<file path="config.mk">
export PLATFORM = sky130hd
export DESIGN_NAME = knitter_ctrl
export DESIGN_NICKNAME = d
export VERILOG_FILES = /design/src/rtl/knitter_pkg.sv /design/src/rtl/knit_row_ctr.sv /design/src/rtl/knitter_ctrl.sv
export SDC_FILE = /design/constraint.sdc
export NUM_CORES = 1
export LEC_CHECK = 0
export CORE_ASPECT_RATIO = 1.4
export CORE_MARGIN = 2
export CORE_UTILIZATION = 48
export CTS_BUF_LIST = sky130_fd_sc_hd__clkbuf_4
export DETAILED_ROUTE_END_ITERATION = 7
export GPL_ROUTABILITY_DRIVEN = 0
export PLACE_DENSITY_LB_ADDON = 0.3
export SLEW_MARGIN = 25
export SYNTH_ARGS = -nofsm -noshare
export SYNTH_HDL_FRONTEND = slang
export SYNTH_SLANG_ARGS = --single-unit
export TNS_END_PERCENT = 100
</file>
<file path="constraint.sdc">
create_clock -name clk -period 2.17 [get_ports clk]
set_clock_uncertainty 0.15 [all_clocks]
set_input_delay 0.5425 -clock clk [delete_from_list [all_inputs] [get_ports clk]]
set_output_delay 0.5425 -clock clk [all_outputs]
set_load 0.02 [all_outputs]
</file>
<file path="src/rtl/knitter_pkg.sv">
// Shared types and helpers for the sock knitting controller.
package knitter_pkg;

   localparam logic [2:0] STATE_CODE_IDLE   = 3'b000;
   localparam logic [2:0] STATE_CODE_KNIT   = 3'b001;
   localparam logic [2:0] STATE_CODE_PAUSE  = 3'b010;
   localparam logic [2:0] STATE_CODE_FINISH = 3'b011;

   typedef enum logic [2:0] {
      StIdle   = STATE_CODE_IDLE,
      StKnit   = STATE_CODE_KNIT,
      StPause  = STATE_CODE_PAUSE,
      StFinish = STATE_CODE_FINISH
   } knit_state_e;

   function automatic int unsigned target_rows(input int unsigned size,
                                               input int unsigned base,
                                               input int unsigned step);
      return base + size * step;
   endfunction

endpackage

</file>
<file path="src/rtl/knit_row_ctr.sv">
// Loadable, clearable up-counter with a terminal-match flag.
// Clear has priority over load, load over increment; otherwise the count holds.
module knit_row_ctr #(
   parameter int unsigned W = 8
) (
   input  logic         clk,
   input  logic         reset,
   input  logic         clr,
   input  logic         load,
   input  logic [W-1:0] load_val,
   input  logic         inc,
   input  logic [W-1:0] match_val,
   output logic [W-1:0] cnt,
   output logic         match
);

   always_ff @(posedge clk or negedge reset) begin
      if (!reset) begin
         cnt <= '0;
      end else if (clr) begin
         cnt <= '0;
      end else if (load) begin
         cnt <= load_val;
      end else if (inc) begin
         cnt <= cnt + 1'b1;
      end
   end

   assign match = (cnt == match_val);

endmodule

</file>
<file path="src/rtl/knitter_ctrl.sv">
// Knitting-machine controller: knits batches of socks sized by size_sel.
// Optional PAUSE timeout with sticky fault flag: define KNITTER_YARN_TIMEOUT_EN.
module knitter_ctrl
   import knitter_pkg::*;
#(
   parameter int unsigned NUM_SIZES   = 4,
   parameter int unsigned SIZE_W      = 2,
   parameter int unsigned ROW_W       = 8,
   parameter int unsigned ROWS_BASE   = 6,
   parameter int unsigned ROWS_STEP   = 2,
   parameter int unsigned BATCH_W     = 4,
   parameter int unsigned CNT_W       = 16,
   parameter int unsigned TIMEOUT_CYC = 100
) (
   input  logic               clk,
   input  logic               reset,
   input  logic [SIZE_W-1:0]  size_sel,
   input  logic [BATCH_W-1:0] batch_len,
   input  logic               start,
   input  logic               stop,
   input  logic               yarn_ok,
   output logic               knit_en,
   output logic               busy,
   output logic [ROW_W-1:0]   row_cnt,
   output logic               sock_done,
   output logic               batch_done,
   output logic               size_err,
   output logic               fault,
   output logic [CNT_W-1:0]   socks_made,
   output logic [2:0]         state_code
);

   knit_state_e        state_q, state_d;
   logic [ROW_W-1:0]   target_q;
   logic [BATCH_W-1:0] batch_tgt_q, batch_cnt_q;
   logic [CNT_W-1:0]   socks_q;
   logic               knit_en_q, busy_q, sock_done_q, batch_done_q, size_err_q;

   logic               size_ok, accept, size_rej, finish_entry, last_sock;
   logic               row_clr, row_inc, row_match, tmo_hit, tmo_fire;
   logic [ROW_W-1:0]   target_new;
   logic [BATCH_W:0]   batch_eff;

   assign size_ok    = 32'(size_sel) < NUM_SIZES;
   assign target_new = ROW_W'(target_rows(32'(size_sel), ROWS_BASE, ROWS_STEP));
   // A batch length of zero is treated as a single sock.
   assign batch_eff  = (batch_tgt_q == '0) ? (BATCH_W+1)'(1) : {1'b0, batch_tgt_q};
   assign last_sock  = ({1'b0, batch_cnt_q} + 1'b1) == batch_eff;

   knit_row_ctr #(.W(ROW_W)) u_row_ctr (
      .clk       (clk),
      .reset     (reset),
      .clr       (row_clr),
      .load      (1'b0),
      .load_val  ('0),
      .inc       (row_inc),
      .match_val (target_q - 1'b1),
      .cnt       (row_cnt),
      .match     (row_match)
   );

   always_comb begin
      state_d      = state_q;
      row_clr      = 1'b0;
      row_inc      = 1'b0;
      accept       = 1'b0;
      size_rej     = 1'b0;
      finish_entry = 1'b0;
      tmo_fire     = 1'b0;
      case (state_q)
         StIdle: begin
            if (start && !stop) begin
               if (!size_ok) begin
                  size_rej = 1'b1;
               end else if (yarn_ok) begin
                  accept  = 1'b1;
                  row_clr = 1'b1;
                  state_d = StKnit;
               end
            end
         end
         StKnit: begin
            if (stop) begin
               row_clr = 1'b1;
               state_d = StIdle;
            end else begin
               // The row in progress completes even when yarn drops this cycle.
               row_inc = 1'b1;
               if (row_match) begin
                  finish_entry = 1'b1;
                  state_d      = StFinish;
               end else if (!yarn_ok) begin
                  state_d = StPause;
               end
            end
         end
         StPause: begin
            if (stop) begin
               row_clr = 1'b1;
               state_d = StIdle;
            end else if (start && yarn_ok) begin
               state_d = StKnit;
            end else if (tmo_hit) begin
               row_clr  = 1'b1;
               tmo_fire = 1'b1;
               state_d  = StIdle;
            end
         end
         StFinish: begin
            row_clr = 1'b1;
            if (batch_done_q || stop) begin
               state_d = StIdle;
            end else if (yarn_ok) begin
               state_d = StKnit;
            end else begin
               state_d = StPause;
            end
         end
         default: state_d = StIdle;
      endcase
   end

   always_ff @(posedge clk or negedge reset) begin
      if (!reset) begin
         state_q      <= StIdle;
         target_q     <= '0;
         batch_tgt_q  <= '0;
         batch_cnt_q  <= '0;
         socks_q      <= '0;
         knit_en_q    <= 1'b0;
         busy_q       <= 1'b0;
         sock_done_q  <= 1'b0;
         batch_done_q <= 1'b0;
         size_err_q   <= 1'b0;
      end else begin
         state_q      <= state_d;
         knit_en_q    <= (state_d == StKnit);
         busy_q       <= (state_d != StIdle);
         sock_done_q  <= finish_entry;
         batch_done_q <= finish_entry && last_sock;
         size_err_q   <= size_rej;
         if (accept) begin
            target_q    <= target_new;
            batch_tgt_q <= batch_len;
            batch_cnt_q <= '0;
         end else if (finish_entry) begin
            batch_cnt_q <= batch_cnt_q + 1'b1;
         end
         if (finish_entry) begin
            socks_q <= socks_q + 1'b1;
         end
      end
   end

`ifdef KNITTER_YARN_TIMEOUT_EN
   localparam int unsigned TMO_W = $clog2(TIMEOUT_CYC + 1);

   logic [TMO_W-1:0] tmo_cnt;
   logic             fault_q;

   // Restarts on every entry to PAUSE so only consecutive PAUSE cycles count.
   knit_row_ctr #(.W(TMO_W)) u_tmo_ctr (
      .clk       (clk),
      .reset     (reset),
      .clr       ((state_d == StPause) && (state_q != StPause)),
      .load      (1'b0),
      .load_val  ('0),
      .inc       (state_q == StPause),
      .match_val (TMO_W'(TIMEOUT_CYC - 1)),
      .cnt       (tmo_cnt),
      .match     (tmo_hit)
   );

   always_ff @(posedge clk or negedge reset) begin
      if (!reset) begin
         fault_q <= 1'b0;
      end else if (accept) begin
         fault_q <= 1'b0;
      end else if (tmo_fire) begin
         fault_q <= 1'b1;
      end
   end

   assign fault = fault_q;
`else
   logic unused_tmo_cfg;

   assign tmo_hit        = 1'b0;
   assign fault          = 1'b0;
   assign unused_tmo_cfg = ^{TIMEOUT_CYC, tmo_fire};
`endif

   assign knit_en    = knit_en_q;
   assign busy       = busy_q;
   assign sock_done  = sock_done_q;
   assign batch_done = batch_done_q;
   assign size_err   = size_err_q;
   assign socks_made = socks_q;
   assign state_code = state_q;

endmodule

</file>
==> results_dict.tcl, run 1 <==
set metrics [dict create \
    slew_headroom 0.6784 \
    core_area_um2 4239 \
    cp.required_ns 2.31 \
    cp_cell_sequence "inv_1, ha_2, ha_4, xor2_2, nand3_4, nor4_4, buf_4, buf_6, nand3b_1, nand3_1" \
    path_clk_slew_ns 0.12 \
    vdd_drop_max_mv 0.3249 \
    hold_viol 0 \
    p_comb_frac 0.226 \
    fin_ws_ns -0.03070 \
    worstPathMaxFanout 5 \
    cts_buffers 5 \
    synth.distinct_cells 37 \
    ios 44 \
    ant_nets 0 \
    dp_hpwl_um 3209 \
    fin_tns_setup_ns -0.03070 \
    pwr-share-clk 0.239 \
    crit_type "flip-flop to flip-flop" \
    yosysSeqAreaShare 0.4935 \
    routedWlPerCell_um 13.99 \
    violations "setup timing" \
    initial_core_util 0.5024 \
    n_fill_cell 345 \
    cpLargestDelayFamily "simple AND/OR/NAND/NOR gates" \
    grt_pass1_vias 1647 \
    fin_crit_ns 2.201 \
    grt_max_degree 19 \
    crit_path_end_kind "flip-flop" \
    wl_met1_um 1861 \
    worst_pin_slew_ns 0.4731 \
    row_count 28 \
    setup_viol 1 \
    antenna_found_initial 0 \
    final_nets 288 \
    r2r_slack_ns -0.03 \
    stdcell_area_um2 2957 \
    clockBufferDepth 2 \
    die_w_um 60.30 \
    p_int_mw 1.128 \
    multi_input_area_um2 1132 \
    postSynthCellCount 202 \
    post-route-period-util 1.014 \
    p_sw_frac 0.2916 \
    p_per_area_nw_per_um2 538.8 \
    top_layer_used "met4" \
    hold_class "flip-flop to flip-flop" \
    worst_ep_arrival_time_ns 2.34 \
    whs_ns 0.3248 \
    netlist_area_um2 2130 \
    met3_length_um 185 \
    power.net_switching_mw 0.4645 \
    cts_tree "done" \
    path_buf_inv 3 \
    slowest_delay_ns 0.38 \
    port_buffers 41 \
    drv_cap 0 \
    area.sequential_um2 1052 \
    cp-start-kind "flip-flop" \
    root_buffer "clkbuf_4" \
    ys_warn_count 0 \
    avgSynthCellArea_um2 10.54 \
    cts.sink_count 42 \
    drtIter0Drc 34 \
    slowest_stage "dfrtp_1" \
    die-area_um2 4993 \
    synth-seq-cells 42 \
    grt_pass1_wl_um 7203 \
    drtPass1Iterations 4 \
    outcome "finished, violations left" \
    fp.dieH_um 82.81 \
    p_seq_frac 0.535 \
    rsz0062_at_grt "yes" \
    dpl_cell_area_um2 2718 \
    vias 1702 \
    dp_worst_setup_slack_ns -0.3930 \
    totalWireLength_um 4646 \
    num_antenna_cells 0 \
    drive_gt1_frac 0.2206 \
    overflow 0 \
    wl_met2_um 2483 \
    syn_to_final_growth_pct 38.84 \
    fmax_mhz 454.4 \
    clk_latency_ns 0.35 \
    vias_per_cell 5.127 \
    leakagePower_nw 1.470 \
    grtUsageTotal 0.1869 \
    drc 0 \
    htree_num_levels 2 \
    slew_violations 0 \
]
[area by class of cell]
type	count	share of cell area
well taps	60	0.02539
repair buffers	67	0.2099
multi-input cells	149	0.3830
inverters	6	0.007617
clock inverters	2	0.002962
flip-flops and latches	42	0.3559
clock buffers	6	0.01523
[cells in the mapped netlist, drive strengths merged]
cell type / count / area share
or2: 1 / 0.0029
o21ai: 9 / 0.021
conb: 1 / 0.0018
nand3: 11 / 0.026
and4: 1 / 0.0041
and3: 6 / 0.018
nor4b: 2 / 0.015
dfrtp: 42 / 0.49
or3: 1 / 0.0029
a31oi: 1 / 0.0029
a21oi: 4 / 0.0094
nand4: 9 / 0.026
mux2: 5 / 0.026
nor4: 3 / 0.016
nor3: 4 / 0.0094
and2: 2 / 0.0059
inv: 6 / 0.011
mux2i: 3 / 0.014
clkbuf: 2 / 0.0035
o221ai: 1 / 0.0041
or4: 1 / 0.0035
nor2: 17 / 0.033
ha: 6 / 0.035
buf: 6 / 0.022
o211ai: 1 / 0.010
xnor2: 18 / 0.074
nor3b: 1 / 0.0035
nand2: 23 / 0.041
nand3b: 3 / 0.011
xor2: 12 / 0.053
[cell usage in the layout, fill, tap and decap left out, types with 6 or more instances in the layout]
| master | n |
|---|---|
| xor2_1 | 10 |
| o21ai_0 | 7 |
| nor2_1 | 16 |
| clkdlybuf4s50_1 | 26 |
| inv_1 | 6 |
| nand2_1 | 23 |
| nand3_1 | 10 |
| xnor2_1 | 17 |
| dfrtp_1 | 41 |
| buf_4 | 23 |
| nand4_1 | 9 |
| dlymetal6s2s_1 | 9 |
| clkbuf_4 | 6 |
[worst paths after layout]
kind | from | endpoint | depth (start not counted)
worst max-delay path | target_q[2]$_DFFE_PN0P_ | batch_cnt_q[2]$_DFFE_PN0P_ | 10
worst max register to register | target_q[2]$_DFFE_PN0P_ | batch_cnt_q[2]$_DFFE_PN0P_ | 10
min in group asynchronous | reset | socks_made[13]$_DFFE_PN0P_ | 2
worst min register to register | socks_made[15]$_DFFE_PN0P_ | socks_made[15]$_DFFE_PN0P_ | 1
worst min-delay path | socks_made[15]$_DFFE_PN0P_ | socks_made[15]$_DFFE_PN0P_ | 1
max in group asynchronous | reset | u_row_ctr.cnt[3]$_DFFE_PN0P_ | 3
[state kept, by name (all words and copies together), names as in the netlist]
signal,flops
u_row_ctr.cnt,8
batch_cnt_q,4
knit_en,1
sock_done,1
busy,1
state_code,3
socks_made,16
batch_tgt_q,4
target_q,3
batch_done,1
[metal layers]
layer | vias up | global-route usage
met4 | 0 | 0.07273
met3 | 10 | 0.04206
li1 | 829 | -
met5 | - | 0
met2 | 39 | 0.3152
met1 | 824 | 0.2230
[logic make-up after synthesis]
logic type               after synthesis  share of synthesized area
AO/OA/AOI/OAI                         16                    0.04759
XOR/XNOR                              30                     0.1269
adder cells (fa/ha/maj)                6                    0.03525
buffers and inverters                 14                    0.03643
flip-flops                            42                     0.4935
multiplexers                           8                    0.04054
other                                  1                   0.001761
AND/OR/NAND/NOR                       85                     0.2180
[what timing repair did]
item	in CTS	in global routing
resized for setup	10	26
cloned	0	2
setup buffers	0	4
endpoints found under the setup margin	21	31
hold buffers	1	0
pin swaps	2	7
hold endpoints to repair	16	0
[power by group through the flow]
| stage | clock network [mW] | registers [mW] | logic [mW] |
|---|---|---|---|
| after floorplan | 0 | 0.875 | 0.143 |
| after global placement | 0 | 0.865 | 0.253 |
| after detailed placement | 0 | 0.866 | 0.260 |
| after CTS | 0.395 | 0.851 | 0.273 |
| after global routing | 0.422 | 0.858 | 0.393 |
| final | 0.381 | 0.852 | 0.360 |
[metrics by stage]
step | instances | util | total power, mW
finish | 332 | 0.6975 | 1.593
global route | 332 | 0.6975 | 1.672
CTS | 326 | 0.6600 | 1.519
detailed placement | 317 | 0.6411 | 1.127
global placement | 317 | 0.6411 | 1.118
floorplan | 204 | - | 1.018
Power figures use the tool's default switching activity.
==> run 2, diff against run 1 <==
--- a/config.mk
+++ b/config.mk
@@ -9,8 +9,10 @@
 export CORE_MARGIN = 2
 export CORE_UTILIZATION = 48
 export CTS_BUF_LIST = sky130_fd_sc_hd__clkbuf_4
+export CTS_CLUSTER_DIAMETER = 80
 export DETAILED_ROUTE_END_ITERATION = 7
 export GPL_ROUTABILITY_DRIVEN = 0
+export HOLD_SLACK_MARGIN = 0.15
 export PLACE_DENSITY_LB_ADDON = 0.3
 export SLEW_MARGIN = 25
 export SYNTH_ARGS = -nofsm -noshare
==> constraint.sdc (replaced) <==
create_clock -name clk -period 1.8 [get_ports clk]
set_clock_uncertainty 0.15 [all_clocks]
set_input_delay 0.45 -clock clk [delete_from_list [all_inputs] [get_ports clk]]
set_output_delay 0.45 -clock clk [all_outputs]
set_load 0.02 [all_outputs]
==> run 2 against run 1 <==
Net effect:
- the run still ends with setup timing left
- non-clock buffer count rose by 24
- combinational power increased by 52%
- wire length rose by 12%
- register-to-register slack got worse by 0.34 ns
- total power increased by 37%
- clock power grew 60%
- first-iteration DRC count is 130% higher
- largest cell class unchanged
==> results_dict.tcl, run 2 (synthesized netlist as in run 1, its figures left out) <==
set metrics [dict create \
    num_antenna_cells 0 \
    routedWlPerCell_um 14.57 \
    drtPass1Iterations 4 \
    path_clk_slew_ns 0.13 \
    rsz0062_at_grt "yes" \
    p_per_area_nw_per_um2 681.9 \
    die_w_um 60.30 \
    final_cells 356 \
    die-area_um2 4993 \
    dp_hpwl_um 3350 \
    fin_ws_ns -0.3684 \
    startpoint "target_q[1]$_DFFE_PN0P_" \
    reg2reg_from "target_q[1]$_DFFE_PN0P_" \
    hold_class "flip-flop to flip-flop" \
    final_nets 312 \
    vdd_drop_max_mv 0.5275 \
    dp_worst_setup_slack_ns -0.7012 \
    r2r_slack_ns -0.37 \
    cts_buffers 5 \
    fmax_mhz 461.2 \
    grt_max_degree 43 \
    drc 0 \
    root_buffer "clkbuf_4" \
    cts_tree "done" \
    core_area_um2 4239 \
    worst_ep_arrival_time_ns 2.32 \
    fin_crit_ns 2.168 \
    p_total_mw 2.189 \
    syn_to_final_growth_pct 50.76 \
    dp_cells 337 \
    whs_ns 0.3247 \
    ios 44 \
    fin_tns_setup_ns -5.583 \
    cts.sink_count 42 \
    violations "setup timing" \
    totalWireLength_um 5186 \
    grtUsageTotal 0.2102 \
    hold_viol 0 \
    post-route-period-util 1.205 \
    fp.dieH_um 82.81 \
    final_common_cell "buf_4" \
    vias_per_cell 5.110 \
    worstPathMaxFanout 4 \
    htree_num_levels 2 \
    drive_gt1_frac 0.3615 \
    largest_register_ff_count 16 \
    row_count 28 \
    vias 1819 \
    grt_pass1_vias 1826 \
    outcome "finished, violations left" \
    clockBufferDepth 2 \
    crit_path_end_kind "flip-flop" \
    cp_cell_sequence "inv_2, ha_4, ha_4, xor2_4, nand3_4, buf_4, nor4_4, buf_4, nand3b_1, nand3_1" \
    cp-start-kind "flip-flop" \
    setup_viol 27 \
    cpLargestDelayFamily "simple AND/OR/NAND/NOR gates" \
    port_buffers 41 \
    initial_core_util 0.5024 \
    slowest_stage "dfrtp_1" \
    layout_common_cells "buf_4, dfrtp_1, dlygate4sd2_1, nand2_1, xnor2_1" \
    cp.required_ns 1.95 \
    drtIter0Drc 77 \
    clk_latency_ns 0.36 \
    grt_pass1_wl_um 8114 \
    antenna_found_initial 0 \
    hold_start "socks_made[15]$_DFFE_PN0P_" \
    crit_type "flip-flop to flip-flop" \
    slew_violations 0 \
    path_buf_inv 3 \
    slowest_delay_ns 0.38 \
    drv_cap 0 \
    overflow 0 \
    ant_nets 0 \
    leakagePower_nw 1.574 \
]
-- run 2: cell types whose count changed in the layout (fill, tap and decap cells not counted), moves of 4 or more --
cell	change
o21ai_0	-4
dlymetal6s2s_1	-9
dfrtp_1	-4
o21ai_1	+4
dlygate4sd2_1	+20
buf_6	+10
dfrtp_2	+4
clkdlybuf4s50_1	-20
nand2_1	-5
buf_4	+15
nand2_2	+4
buf_2	+4
-- run 2: path summary, 6_finish.rpt --
| path | to | depth (start not counted) |
|---|---|---|
| hold reg to reg | socks_made[15]$_DFFE_PN0P_ | 1 |
| setup reg to reg | batch_cnt_q[2]$_DFFE_PN0P_ | 10 |
| min in group asynchronous | sock_done$_DFF_PN0_ | 3 |
| max in group asynchronous | u_row_ctr.cnt[7]$_DFFE_PN0P_ | 3 |
| setup / recovery | batch_cnt_q[2]$_DFFE_PN0P_ | 10 |
| hold / removal | socks_made[15]$_DFFE_PN0P_ | 1 |
-- run 2: where the power goes --
part | internal (mW) | switching [mW] | leakage (nW)
registers | 0.988 | 0.0434 | 0.563
clock network | 0.304 | 0.306 | 0.0433
logic | 0.280 | 0.267 | 0.968
total | 1.57 | 0.617 | 1.57
-- run 2: through the flow --
stage	util	instance area, um^2
2_1_floorplan	-	2186
3_3_place_gp	0.6851	2904
3_5_place_dp	0.6851	2904
4_1_cts	0.7246	3072
5_1_grt	0.7574	3211
6_report	0.7574	3211
-- run 2: per-layer routing --
layer  wire length [um]  up-vias  track usage
met2               2917       36       0.3785
li1                   -      878            -
met5                  0        -            0
met3                153        7      0.03894
met1               2029      898       0.2423
met4                 86        0      0.06061
-- run 2: layout make-up --
type / instances / area [um^2]
Sequential cell: 42 / 1057
Timing Repair Buffer: 91 / 769.5
Multi-Input combinational cell: 149 / 1207
Tap cell: 60 / 75.07
Clock buffer: 6 / 45.04
Clock inverter: 2 / 33.78
Inverter: 6 / 22.52
Fill cell: 301 / 1028
-- run 2: repair_timing --
item | CTS | global route
hold buffers | 1 | 0
pin swaps | 11 | 19
cloned | 1 | 1
hold endpoints to repair | 42 | 0
gates resized for setup | 74 | 33
buffers inserted | 3 | 5
endpoints found under the setup margin | 71 | 43
==> run 3, diff against run 2 <==
--- a/config.mk
+++ b/config.mk
@@ -14,6 +14,7 @@
 export GPL_ROUTABILITY_DRIVEN = 0
 export HOLD_SLACK_MARGIN = 0.15
 export PLACE_DENSITY_LB_ADDON = 0.3
+export RECOVER_POWER = 100
 export SLEW_MARGIN = 25
 export SYNTH_ARGS = -nofsm -noshare
 export SYNTH_HDL_FRONTEND = slang
==> run 3 against run 2 <==
Net effect:
- the run still ends with setup timing left
- hold slack about the same
- core utilization fell by 0.50 points
- die area unchanged
- first-iteration DRC count shrank 17%
- sequential power is essentially flat
- final cell count unchanged
- design area decreased by 0.66%
- total power down 0.14%
- flip-flop and latch count unchanged
- sequential share of layout area is 0.22 points higher
- critical endpoint unchanged
- highest routed layer unchanged
==> results_dict.tcl, run 3 (synthesized netlist as in run 1, its figures left out) <==
set metrics [dict create \
    grtUsageTotal 0.2102 \
    drc 0 \
    ios 44 \
    core_area_um2 4239 \
    die_w_um 60.30 \
    n_fill_cell 304 \
    drtIter0Drc 64 \
    outcome "finished, violations left" \
    final_core_util 0.7524 \
    grt_pass1_vias 1826 \
    pwr-share-clk 0.280 \
    fmax_mhz 460.6 \
    final_nets 312 \
    violations "setup timing" \
    crit_type "flip-flop to flip-flop" \
    p_seq_frac 0.472 \
    p_int_mw 1.568 \
    fin_ws_ns -0.3710 \
    row_count 28 \
    grt_max_degree 43 \
    root_buffer "clkbuf_4" \
    area.sequential_um2 1057 \
    clk_latency_ns 0.36 \
    overflow 0 \
    rsz0062_at_grt "yes" \
    drv_cap 0 \
    num_antenna_cells 0 \
    dp_hpwl_um 3350 \
    cts.sink_count 42 \
    port_buffers 41 \
    cp.required_ns 1.95 \
    dpl_cell_area_um2 2904 \
    p_comb_frac 0.248 \
    crit_path_end_kind "flip-flop" \
    vias_per_cell 5.079 \
    r2r_slack_ns -0.37 \
    vdd_drop_max_mv 0.5289 \
    htree_num_levels 2 \
    antenna_found_initial 0 \
    slew_headroom 0.3728 \
    leakagePower_nw 1.557 \
    largest_register_ff_count 16 \
    setup_viol 27 \
    p_per_area_nw_per_um2 685.5 \
    power.net_switching_mw 0.6180 \
    hold_class "flip-flop to flip-flop" \
    worstPathMaxFanout 4 \
    cp-start-kind "flip-flop" \
    totalWireLength_um 5190 \
    worst_pin_slew_ns 0.9408 \
    multi_input_area_um2 1207 \
    cts_buffers 5 \
    initial_core_util 0.5024 \
    stdcell_area_um2 3189 \
    fin_crit_ns 2.171 \
    drive_gt1_frac 0.3514 \
    die-area_um2 4993 \
    post-route-period-util 1.206 \
    grt_pass1_wl_um 8114 \
    worst_ep_arrival_time_ns 2.32 \
    hold_viol 0 \
    drtPass1Iterations 4 \
    p_sw_frac 0.2827 \
    slew_violations 0 \
    vias 1808 \
    routedWlPerCell_um 14.58 \
    layout_common_cells "dfrtp_1, buf_4, dlygate4sd2_1, nand2_1, xnor2_1" \
    path_clk_slew_ns 0.13 \
    clockBufferDepth 2 \
    syn_to_final_growth_pct 49.77 \
    cts_tree "done" \
    ant_nets 0 \
    fp.dieH_um 82.81 \
]
run 3: metal layers:
layer / track usage / vias up / part of all wire
li1: - / 875 / -
met1: 0.2423 / 892 / 0.40
met2: 0.3785 / 34 / 0.56
met3: 0.03894 / 7 / 0.028
met4: 0.06061 / 0 / 0.017
met5: 0 / - / 0
run 3: repair_timing:
action	4_1_cts	5_1_grt
endpoints found under the hold margin	42	0
setup endpoints to repair	71	43
setup buffers	3	5
gates cloned	1	1
hold buffers	1	0
pin swaps	11	19
gates resized for setup	74	33
run 3: power by group through the flow:
| stage | Sequential, mW | Combinational [mW] | Clock (mW) |
|---|---|---|---|
| global route | 1.04 | 0.584 | 0.660 |
| finish | 1.03 | 0.542 | 0.613 |
| global placement | 1.04 | 0.359 | 0 |
| floorplan | 1.06 | 0.183 | 0 |
| detailed placement | 1.05 | 0.375 | 0 |
| CTS | 1.03 | 0.451 | 0.624 |
run 3: critical path, cell delays in order (launching register included):
cell and delay, ns:
dfrtp_1 0.38, inv_2 0.05, ha_4 0.16, ha_4 0.28, xor2_4 0.16, nand3_4 0.13
buf_4 0.18, nor4_4 0.28, buf_4 0.18, nand3b_1 0.08, nand3_1 0.08
run 3: metrics by stage:
stage | power [mW] | worst slack, ns | setup TNS, ns | hold slack (ns) | cells
CTS | 2.103 | -0.3423 | -6.473 | 0.3297 | 350
finish | 2.186 | -0.3710 | -5.572 | 0.3247 | 356
global placement | 1.403 | -0.6636 | -21.22 | 0.2894 | 337
floorplan | 1.240 | -0.3185 | -7.358 | 0.004409 | 204
detailed placement | 1.421 | -0.7012 | -21.38 | 0.2917 | 337
global route | 2.284 | -0.4430 | -8.105 | 0.3619 | 356
run 3: worst paths after layout:
kind / cells after the start / end / startpoint
worst min register to register: 1 / socks_made[15]$_DFFE_PN0P_ / socks_made[15]$_DFFE_PN0P_
worst max register to register: 10 / batch_cnt_q[2]$_DFFE_PN0P_ / target_q[1]$_DFFE_PN0P_
worst max-delay path: 10 / batch_cnt_q[2]$_DFFE_PN0P_ / target_q[1]$_DFFE_PN0P_
max in group asynchronous: 3 / u_row_ctr.cnt[7]$_DFFE_PN0P_ / reset
worst min-delay path: 1 / socks_made[15]$_DFFE_PN0P_ / socks_made[15]$_DFFE_PN0P_
min in group asynchronous: 3 / sock_done$_DFF_PN0_ / reset
run 3: cell type report:
type | count | area share
clock buffers | 6 | 0.01412
clock inverters | 2 | 0.01059
inverters | 6 | 0.007062
multi-input cells | 149 | 0.3786
flip-flops and latches | 42 | 0.3315
well taps | 60 | 0.02354
repair buffers | 91 | 0.2346
